$ cat src/rtl/game_pkg.sv
// Shared definitions for the packed game-row bus: cell codes, row geometry
// and the cell-code to GRB palette used by the LED row driver.
package game_pkg;

  localparam int CELLS    = 8;
  localparam int DATA_LEN = 5;
  localparam int ROW_W    = CELLS * DATA_LEN;
  localparam int PIXEL_W  = 24;

  localparam logic [DATA_LEN-1:0] DARK     = 5'd31;
  localparam logic [DATA_LEN-1:0] R_PLAYER = 5'd10;
  localparam logic [DATA_LEN-1:0] G_PLAYER = 5'd11;
  localparam logic [DATA_LEN-1:0] B_PLAYER = 5'd12;

  // Colors are {G, R, B}, the on-wire order of WS2812-style strips.
  localparam logic [PIXEL_W-1:0] GRB_DARK  = 24'h000000;
  localparam logic [PIXEL_W-1:0] GRB_RED   = 24'h002000;
  localparam logic [PIXEL_W-1:0] GRB_GREEN = 24'h200000;
  localparam logic [PIXEL_W-1:0] GRB_BLUE  = 24'h000020;
  localparam logic [PIXEL_W-1:0] GRB_GREY  = 24'h101010;

  function automatic logic [PIXEL_W-1:0] decode_color(input logic [DATA_LEN-1:0] code);
    case (code)
      DARK:     decode_color = GRB_DARK;
      R_PLAYER: decode_color = GRB_RED;
      G_PLAYER: decode_color = GRB_GREEN;
      B_PLAYER: decode_color = GRB_BLUE;
      default:  decode_color = GRB_GREY;
    endcase
  endfunction

endpackage

$ cat src/rtl/led_bit_timer.sv
// Times one NRZ bit: dout high for the 0/1 high time, low for the rest of the
// bit period. A start on the bit_end cycle chains the next bit with no gap.
module led_bit_timer #(
  parameter int T0H_CYCLES = 40,
  parameter int T1H_CYCLES = 80,
  parameter int BIT_CYCLES = 125
) (
  input  logic clk,
  input  logic rst,
  input  logic start,
  input  logic bit_value,
  output logic dout,
  output logic bit_end
);

  localparam logic [6:0] LAST_CNT = 7'(BIT_CYCLES - 1);
  localparam logic [6:0] T0H      = 7'(T0H_CYCLES);
  localparam logic [6:0] T1H      = 7'(T1H_CYCLES);

  logic       active;
  logic [6:0] cnt;
  logic [6:0] cnt_inc;
  logic [6:0] high_len;

  assign cnt_inc  = cnt + 7'd1;
  assign high_len = bit_value ? T1H : T0H;
  assign bit_end  = active && (cnt == LAST_CNT);

  // NOTE: clocked state uses non-blocking assignments so every register
  // samples pre-edge values and simulation matches the synthesized flops.
  always_ff @(posedge clk) begin
    if (rst) begin
      active <= 1'b0;
      cnt    <= '0;
      dout   <= 1'b0;
    end else if (start) begin
      active <= 1'b1;
      cnt    <= '0;
      dout   <= 1'b1;
    end else if (bit_end) begin
      active <= 1'b0;
      cnt    <= '0;
      dout   <= 1'b0;
    end else if (active) begin
      cnt  <= cnt_inc;
      dout <= (cnt_inc < high_len);
    end
  end

endmodule

$ cat src/rtl/row_led_driver.sv
// Accepts one packed 8-cell row, palette-decodes each cell and streams the
// pixels as a WS2812-style NRZ bit train followed by a latch gap.
module row_led_driver
  import game_pkg::*;
#(
  parameter int CLK_HZ       = 100_000_000,
  parameter int T0H_CYCLES   = 40,
  parameter int T1H_CYCLES   = 80,
  parameter int BIT_CYCLES   = 125,
  parameter int LATCH_CYCLES = 5000
) (
  input  logic             clk,
  input  logic             rst,
  input  logic [ROW_W-1:0] row_in,
  input  logic             row_valid,
  output logic             row_ready,
  output logic             dout,
  output logic             busy,
  output logic             frame_done
);

  if (CLK_HZ <= 0 || BIT_CYCLES > 128 || LATCH_CYCLES > 8192 ||
      T0H_CYCLES < 1 || T1H_CYCLES >= BIT_CYCLES) begin : g_param_check
    $error("row_led_driver: timing parameters out of range");
  end

  typedef enum logic [1:0] {IDLE, SEND, LATCH} state_t;

  localparam logic [12:0] LATCH_LAST = 13'(LATCH_CYCLES - 1);
  localparam logic [2:0]  LAST_CELL  = 3'(CELLS - 1);
  localparam logic [4:0]  TOP_BIT    = 5'(PIXEL_W - 1);

  state_t               state;
  state_t               state_next;
  logic [ROW_W-1:0]     row_q;
  logic [PIXEL_W-1:0]   pixel;
  logic [2:0]           cell_idx;
  logic [2:0]           cell_next;
  logic [4:0]           bit_idx;
  logic [12:0]          latch_cnt;
  logic [DATA_LEN-1:0]  next_code;
  logic                 accept;
  logic                 bit_end;
  logic                 last_bit;
  logic                 cell_end;
  logic                 latch_end;
  logic                 timer_start;

  assign accept      = (state == IDLE) && row_valid;
  assign cell_next   = cell_idx + 3'd1;
  assign next_code   = row_q[DATA_LEN*cell_next +: DATA_LEN];
  assign cell_end    = (state == SEND) && bit_end && (bit_idx == 5'd0);
  assign last_bit    = (bit_idx == 5'd0) && (cell_idx == LAST_CELL);
  assign latch_end   = (state == LATCH) && (latch_cnt == LATCH_LAST);
  assign timer_start = accept || ((state == SEND) && bit_end && !last_bit);

  led_bit_timer #(
    .T0H_CYCLES(T0H_CYCLES),
    .T1H_CYCLES(T1H_CYCLES),
    .BIT_CYCLES(BIT_CYCLES)
  ) u_bit_timer (
    .clk      (clk),
    .rst      (rst),
    .start    (timer_start),
    .bit_value(pixel[bit_idx]),
    .dout     (dout),
    .bit_end  (bit_end)
  );

  always_ff @(posedge clk) begin
    if (rst) state <= IDLE;
    else     state <= state_next;
  end

  // NOTE: state_next is defaulted before the case so no path leaves it
  // unassigned, which would otherwise infer a latch.
  always_comb begin
    state_next = state;
    case (state)
      IDLE:    if (row_valid) state_next = SEND;
      SEND:    if (bit_end && last_bit) state_next = LATCH;
      LATCH:   if (latch_end) state_next = IDLE;
      default: state_next = IDLE;
    endcase
  end

  // NOTE: row_q and pixel are pure data, only consumed in SEND after a load,
  // so they carry no reset.
  always_ff @(posedge clk) begin
    if (accept) begin
      row_q <= row_in;
      pixel <= decode_color(row_in[DATA_LEN-1:0]);
    end else if (cell_end && (cell_idx != LAST_CELL)) begin
      pixel <= decode_color(next_code);
    end
  end

  always_ff @(posedge clk) begin
    if (rst) begin
      cell_idx   <= '0;
      bit_idx    <= '0;
      latch_cnt  <= '0;
      row_ready  <= 1'b1;
      busy       <= 1'b0;
      frame_done <= 1'b0;
    end else begin
      if (accept) begin
        cell_idx <= '0;
        bit_idx  <= TOP_BIT;
      end else if ((state == SEND) && bit_end) begin
        if (bit_idx != 5'd0) begin
          bit_idx <= bit_idx - 5'd1;
        end else if (cell_idx != LAST_CELL) begin
          cell_idx <= cell_next;
          bit_idx  <= TOP_BIT;
        end
      end
      // Counter is held at zero outside LATCH so the gap always starts fresh.
      latch_cnt  <= ((state == LATCH) && !latch_end) ? latch_cnt + 13'd1 : '0;
      row_ready  <= (state_next == IDLE);
      busy       <= (state_next != IDLE);
      frame_done <= latch_end;
    end
  end

endmodule
$ cat config.mk
export PLATFORM = sky130hd
export DESIGN_NAME = row_led_driver
export DESIGN_NICKNAME = d
export VERILOG_FILES = /design/src/rtl/game_pkg.sv /design/src/rtl/led_bit_timer.sv /design/src/rtl/row_led_driver.sv
export SDC_FILE = /design/constraint.sdc
export NUM_CORES = 1
export LEC_CHECK = 0
export BUFFER_PORTS_ARGS = -buffer_cell sky130_fd_sc_hd__buf_2
export CAP_MARGIN = 20
export CORE_ASPECT_RATIO = 0.7
export CORE_MARGIN = 2
export CORE_UTILIZATION = 57
export DETAILED_ROUTE_END_ITERATION = 7
export GPL_TIMING_DRIVEN = 0
export MAX_ROUTING_LAYER = met4
export PLACE_DENSITY_LB_ADDON = 0.08
export SKIP_CTS_REPAIR_TIMING = 1
export SLEW_MARGIN = 0
export SYNTH_ARGS = -nofsm -noshare
export SYNTH_HDL_FRONTEND = slang
export SYNTH_SLANG_ARGS = --single-unit
$ cat constraint.sdc
create_clock -name clk -period 2.5 [get_ports clk]
set_input_delay 0.125 -clock clk [delete_from_list [all_inputs] [get_ports clk]]
set_output_delay 0.125 -clock clk [all_outputs]
set_load 0.1 [all_outputs]
After elaboration in Yosys (flattened, before gate mapping)

Index checks and enable logic that the tools add are counted.

Register bits: 99
Input port bits: 43
Output and inout port bits: 4
Word-level logic and storage cells: 87

Order comparisons: 2
Equality and inequality tests: 14
Shift operators: 1
$mul: 1
Reduce and logical (&&, ||, !) cells: 30
Add/sub/neg operators: 4
Bitwise logic cells: 2
Mux-type cells: 20

Operators by type and width:

| operator                | number |
|---|---|
| $pmux W22 S4            | 2 |
| $mux W24                | 2 |
| $shiftx A40 B7 Y5       | 1 |
| $eq A5 B4 Y1 const B    | 6 |
| $mux W5                 | 4 |
| $add A13 B1 Y13 const B | 1 |
| $eq A13 B13 Y1 const B  | 1 |
| $eq A5 B5 Y1 const B    | 2 |
| $logic_and A1 B1 Y1     | 10 |
| $reduce_bool A2 Y1      | 5 |
| $add A7 B1 Y7 const B   | 1 |
| $eq A7 B7 Y1 const B    | 1 |
| $lt A7 B7 Y1            | 1 |
| $mux W7                 | 1 |
| $lt A5 B6 Y1 const B    | 1 |
| $mul A3 B3 Y6 const A   | 1 |
| $mux W1                 | 6 |
| $mux W2                 | 3 |
| $pmux W2 S3             | 1 |
| $reduce_bool A3 Y1      | 2 |
| $bmux W1 S5             | 1 |
| $logic_not A5 Y1        | 1 |
| $reduce_bool A5 Y1      | 1 |
| $sub A5 B1 Y5 const B   | 1 |
| 13 further kinds        | 18 |

Depth between registers and ports, before layout

Word-level depth: 7
Gate-level depth with buffers: 8
Depth with buffers taken out: 8

Cells and area by module

From an unflattened synthesis, not the netlist that was laid out.

Cell total of the unflattened synthesis: 282
Area total of the unflattened synthesis: 3527.1 sq um

By module, submodules not included:

| module         | cells an instance | times used | area an instance (sq um) |
|---|---|---|---|
| row_led_driver | 216               | 1          | 2974.1 |
| led_bit_timer  | 66                | 1          | 553.0 |

Worst setup path after synthesis

OpenSTA, ideal clock, no wires.

Path type: reg2reg
Start: register cell_idx[0]
End: register pixel[20] (data pin)
Stages on the path, launching flop included: 9
Period minus slack after synthesis: 2.150 ns
Library setup time: 0.268 ns
Setup slack: 0.350 ns
Arrival: 1.882 ns
Path buffers: 1
Cell sequence: dfxtp_1 -> ha_1 -> ha_1 -> buf_2 -> nand2b_1 -> a211oi_1 -> a211oi_1 -> nor4b_1 -> o32ai_1

Cells in the longest elaborated chain, start to end: 7
Elaborated cells on any way between the ends: 10
Classes of those cells: 1 x add/sub; 1 x mul; 4 x eq/ne; 1 x shift; 3 x mux

Ends and longest elaborated chain:

| element                                             | RTL line              | RTL |
|---|---|---|
| from (decl)                                         | row_led_driver.sv:37  | `logic [2:0] cell_idx;` |
| from (signal assigned)                              | row_led_driver.sv:114 | `cell_idx <= cell_next;` |
| $add A3 B1 Y3 (*)                                   | row_led_driver.sv:50  | `assign cell_next = cell_idx + 3'd1;` |
| net cell_next[2]                                    | row_led_driver.sv:38  | `logic [2:0] cell_next;` |
| $mul A3 B3 Y6 (*)                                   | row_led_driver.sv:51  | `assign next_code = row_q[DATA_LEN*cell_next +: DATA_LEN];` |
| $shiftx A40 B7 Y5 (*)                               | row_led_driver.sv:51  |  |
| $eq A5 B4 Y1 / $eq A5 B5 Y1 (equally long branches) | game_pkg.sv:23        | `case (code)` |
| $pmux W22 S4 (*)                                    | game_pkg.sv:23        |  |
| $mux W24 (*)                                        | row_led_driver.sv:93  | `end else if (cell_end && (cell_idx != LAST_CELL)) begin` |
| $mux W24 (*)                                        | row_led_driver.sv:90  | `if (accept) begin` |
| to (signal assigned)                                | row_led_driver.sv:92  | `pixel <= decode_color(row_in[DATA_LEN-1:0]);` |
| to (signal assigned)                                | row_led_driver.sv:94  | `pixel <= decode_color(next_code);` |
| to (decl)                                           | row_led_driver.sv:36  | `logic [PIXEL_W-1:0] pixel;` |

The timed path passes the listed nets; every way through them passes the cells marked *. The select of a mux whose other input is x is not followed.
A chain may end at the register's enable or synchronous reset.

Worst setup path after layout

Ends and elaborated chain as after synthesis.

==> qor.txt <==
PLACED DESIGN
------------------------------------------------------------------------------------
Count of port buffers added during placement                                      46
Final weighted congestion in routability-driven placement                      0.861
Post-DP HPWL                                                                 4300 µm
Post-place setup slack                                                    -0.0338 ns

TIMING
------------------------------------------------------------------------------------
Worst Tran Pin Value                                                        0.897 ns
Setup clock skew after layout                                             0.00988 ns
Upper clock frequency limit                                                  416 MHz
Setup tns final                                                                 0 ns
Number of failing setup endpoints in the final timing report                       0
Final critical delay including setup and external delays                     2.40 ns
Hold Fails Final Rpt                                                               0
Final period utilization                                                       0.961
Slew Limit Headroom                                                            0.401
Min setup slack post-route                                                 0.0984 ns
Max Transition Viols Final                                                         0

FINAL LAYOUT
------------------------------------------------------------------------------------
Most used cells in the layout excluding fill and tap cells              sky130_fd_sc_hd__buf_2 (48), sky130_fd_sc_hd__edfxtp_1 (44), sky130_fd_sc_hd__dlygate4sd3_1 (38)
Area grow syn2layout                                                           25.6%
Final Net Count                                                                  446
Antenna diode count                                                                0
Share of final-layout standard cells stronger than drive strength 1            0.208
Commonest non-fill, non-tap cell in the layout                          sky130_fd_sc_hd__buf_2
Number of inserted filler cells in the final layout                              399

GRT
------------------------------------------------------------------------------------
Number of antenna violations at the first check in global routing                  0
Global route total overflow                                                        0
Maximum number of pins on one net before global-route repair                      46
Wire length of the first global-routing pass                                10400 µm
Vias in the first global route                                                  2289
Gr usage total                                                                 0.197

CRITICAL PATH
------------------------------------------------------------------------------------
Startpoint type of the worst setup path                                     register
Kind of critical path                                                   register to register
Arr. time, crit path                                                         2.55 ns
Data required time at the worst endpoint                                     2.65 ns
Critical Path Sink Type                                                     register
Slowest cell on the critical path                                       sky130_fd_sc_hd__dfxtp_2
CP cell instances                                                       ha_1, ha_1, clkbuf_4, nand2b_1, a211oi_1, a211oi_2, nor4b_1, o32ai_1
Cells on worst reg2reg path                                                        8
Max FO, Critical Path                                                              9
Cell mode on critical path                                              sky130_fd_sc_hd__ha_1
Largest stage delay on the critical path                                     0.38 ns

SYNTHESIS
------------------------------------------------------------------------------------
Synth Register Bits                                                               79
Synthesized area divided by synthesized cell count                          11.9 µm²
Cell Area, Synth                                                            3580 µm²
Sequential-to-total area share from yosys stat                                 0.564
Post-Synthesis Net Count                                                         351
Proportion of synthesized flip-flops having asynchronous set or reset              0
Most used flip-flop cell after synthesis                                sky130_fd_sc_hd__edfxtp_1
Library cell with the largest summed area after synthesis               sky130_fd_sc_hd__edfxtp_1
Top-area cell type share of the netlist area                                   0.369
Cell variety after synth                                                          50
Gate count after technology mapping                                              300
Yosys warning total                                                                0
Number of synthesized flops with an enable pin                                    44
Synth top area cells                                                    sky130_fd_sc_hd__edfxtp_1 (37%), sky130_fd_sc_hd__dfxtp_1 (20%), sky130_fd_sc_hd__mux4_1 (3.7%)

PWR
------------------------------------------------------------------------------------
Comb power frac                                                                0.102
Switching share of power                                                       0.253
Internal power summed over all cells                                         1.94 mW
P per Cell Area                                                           578 nW/µm²
Net switching power figure                                                    659 µW
Clock power share                                                              0.334
Portion of total power attributed to sequential cells                          0.565
Lkg Pwr                                                                      1.65 nW
Maximum resistive drop on vdd                                               0.361 mV

CTS
------------------------------------------------------------------------------------
Clock Latency Late Sink                                                      0.36 ns
Maximum level of the CTS H-tree                                                    3
Clock Pin Slew Worst Setup and Hold Paths                                    0.08 ns
Cell chosen for the clock root                                          sky130_fd_sc_hd__clkbuf_8
Total clock buffers created by CTS                                                 9
Maximum count of clock buffers along a single path                                 2
TritonCTS clock tree                                                            done
Clock Sinks                                                                       79

ROUTE
------------------------------------------------------------------------------------
Starting DRC count in detailed routing                                           129
Routed vias/inst                                                                5.42
Antenna-violating nets left                                                        0
Number of design rule violations left after detail routing                         0
Total wire length                                                            7040 µm
Number of optimization iterations in the first detailed-route pass                 5
Detailed-route via count                                                        2592
DR WL/cell                                                                   14.7 µm

DIE
------------------------------------------------------------------------------------
Die Span Y                                                                   70.3 µm
Overall die area                                                            6950 µm²
Area of the core                                                            6160 µm²
Die width                                                                    98.8 µm
Initial standard-cell utilization of the core                                  0.582
Number of I/O pins                                                                47
Number of core rows                                                               24

JOB
------------------------------------------------------------------------------------
Number of maximum-capacitance violations                                           0

MIN PATH
------------------------------------------------------------------------------------
Classification of the worst-slack hold path                             input pin to register
Worst hold path cell count                                                         1

STATUS
------------------------------------------------------------------------------------
Run status                                                              finished clean

==> kinds of logic (layout without fill, tap and decap cells) <==
family / after synthesis / after routing / synth area share
AND/OR/NAND/NOR: 111 / 111 / 0.153
AO/OA/AOI/OAI: 38 / 38 / 0.0761
XOR/XNOR: 22 / 22 / 0.0538
flip-flops: 79 / 79 / 0.564
adder cells (fa/ha/maj): 8 / 8 / 0.0279
buffers and inverters: 22 / 122 / 0.0272
multiplexers: 20 / 20 / 0.0974
==> critical path: cells and delay by family, from the launching register on <==
kind                     cells  cell delay, ns
AO/OA/AOI/OAI                3            0.77
adder cells (fa/ha/maj)      2            0.48
buffers and inverters        1            0.21
flip-flops                   1            0.38
AND/OR/NAND/NOR              2            0.36
==> registers in the layout (all words and copies together) (netlist names) <==
name,cells
bit_idx,5
busy,1
cell_idx,3
frame_done,1
latch_cnt,13
pixel,4
row_q,40
row_ready,1
state,2
u_bit_timer.active,1
u_bit_timer.cnt,7
u_bit_timer.dout,1
==> through the flow <==
step           cell area [µm²]  hold WS (ns)  utilization  power, mW  std cells
3_5_place_dp              3910         0.303        0.635       1.70        424
6_report                  4500        0.0332        0.731       2.60        478
5_1_grt                   4500        0.0194        0.731       2.71        478
4_1_cts                   4090       -0.0767        0.665       2.56        440
3_3_place_gp              3910         0.301        0.635       1.70        424
2_1_floorplan             3580         0.224            -       1.63        300
==> cell usage after synthesis, types with 4 or more instances <==
| cell type | number |
|---|---|
| sky130_fd_sc_hd__nor2_1 | 35 |
| sky130_fd_sc_hd__a211oi_1 | 4 |
| sky130_fd_sc_hd__nand2_1 | 24 |
| sky130_fd_sc_hd__inv_1 | 14 |
| sky130_fd_sc_hd__nand3_1 | 13 |
| sky130_fd_sc_hd__nand4_1 | 7 |
| sky130_fd_sc_hd__xnor2_1 | 10 |
| sky130_fd_sc_hd__mux2i_1 | 6 |
| sky130_fd_sc_hd__dfxtp_1 | 35 |
| sky130_fd_sc_hd__a21oi_1 | 8 |
| sky130_fd_sc_hd__o21ai_0 | 4 |
| sky130_fd_sc_hd__and3_1 | 4 |
| sky130_fd_sc_hd__edfxtp_1 | 44 |
| sky130_fd_sc_hd__mux2_2 | 4 |
| sky130_fd_sc_hd__o32ai_1 | 4 |
| sky130_fd_sc_hd__ha_1 | 8 |
| sky130_fd_sc_hd__xor2_1 | 12 |
| sky130_fd_sc_hd__nor2b_1 | 5 |
| sky130_fd_sc_hd__mux4_1 | 5 |
| sky130_fd_sc_hd__nand2b_1 | 6 |
==> area by class of cell <==
class | count | area, µm² | share of cell area
inverter | 14 | 52.6 | 0.0117
buffer | 8 | 47.5 | 0.0106
multi-input combinational | 199 | 1490 | 0.330
clock inverter | 6 | 53.8 | 0.0120
clock buffer | 10 | 128 | 0.0284
tap | 78 | 97.6 | 0.0217
timing repair buffer | 84 | 611 | 0.136
sequential | 79 | 2020 | 0.450
==> power by group through the flow <==
stage	Sequential [mW]	Clock, mW	Combinational, mW
2_1_floorplan	1.52	0	0.113
3_3_place_gp	1.50	0	0.202
3_5_place_dp	1.50	0	0.208
4_1_cts	1.47	0.882	0.208
5_1_grt	1.48	0.947	0.290
6_report	1.47	0.867	0.264
==> path summary, 6_finish.rpt <==
kind / from / end / slack, ns
hold / removal: row_in[2] / row_q[2] / 0.03
hold reg to reg: latch_cnt[0] / latch_cnt[0] / 0.46
setup reg to reg: cell_idx[0] / pixel[20] / 0.1
setup / recovery: cell_idx[0] / pixel[20] / 0.1
==> per-layer routing <==
layer	global-route usage	vias up	wire length (µm)
li1	-	1293	-
met1	0.257	1202	3240
met2	0.292	86	3350
met3	0.0661	11	352
met4	0.0639	0	87
met5	-	-	0
No activity file was read; power rests on OpenSTA's default activity.
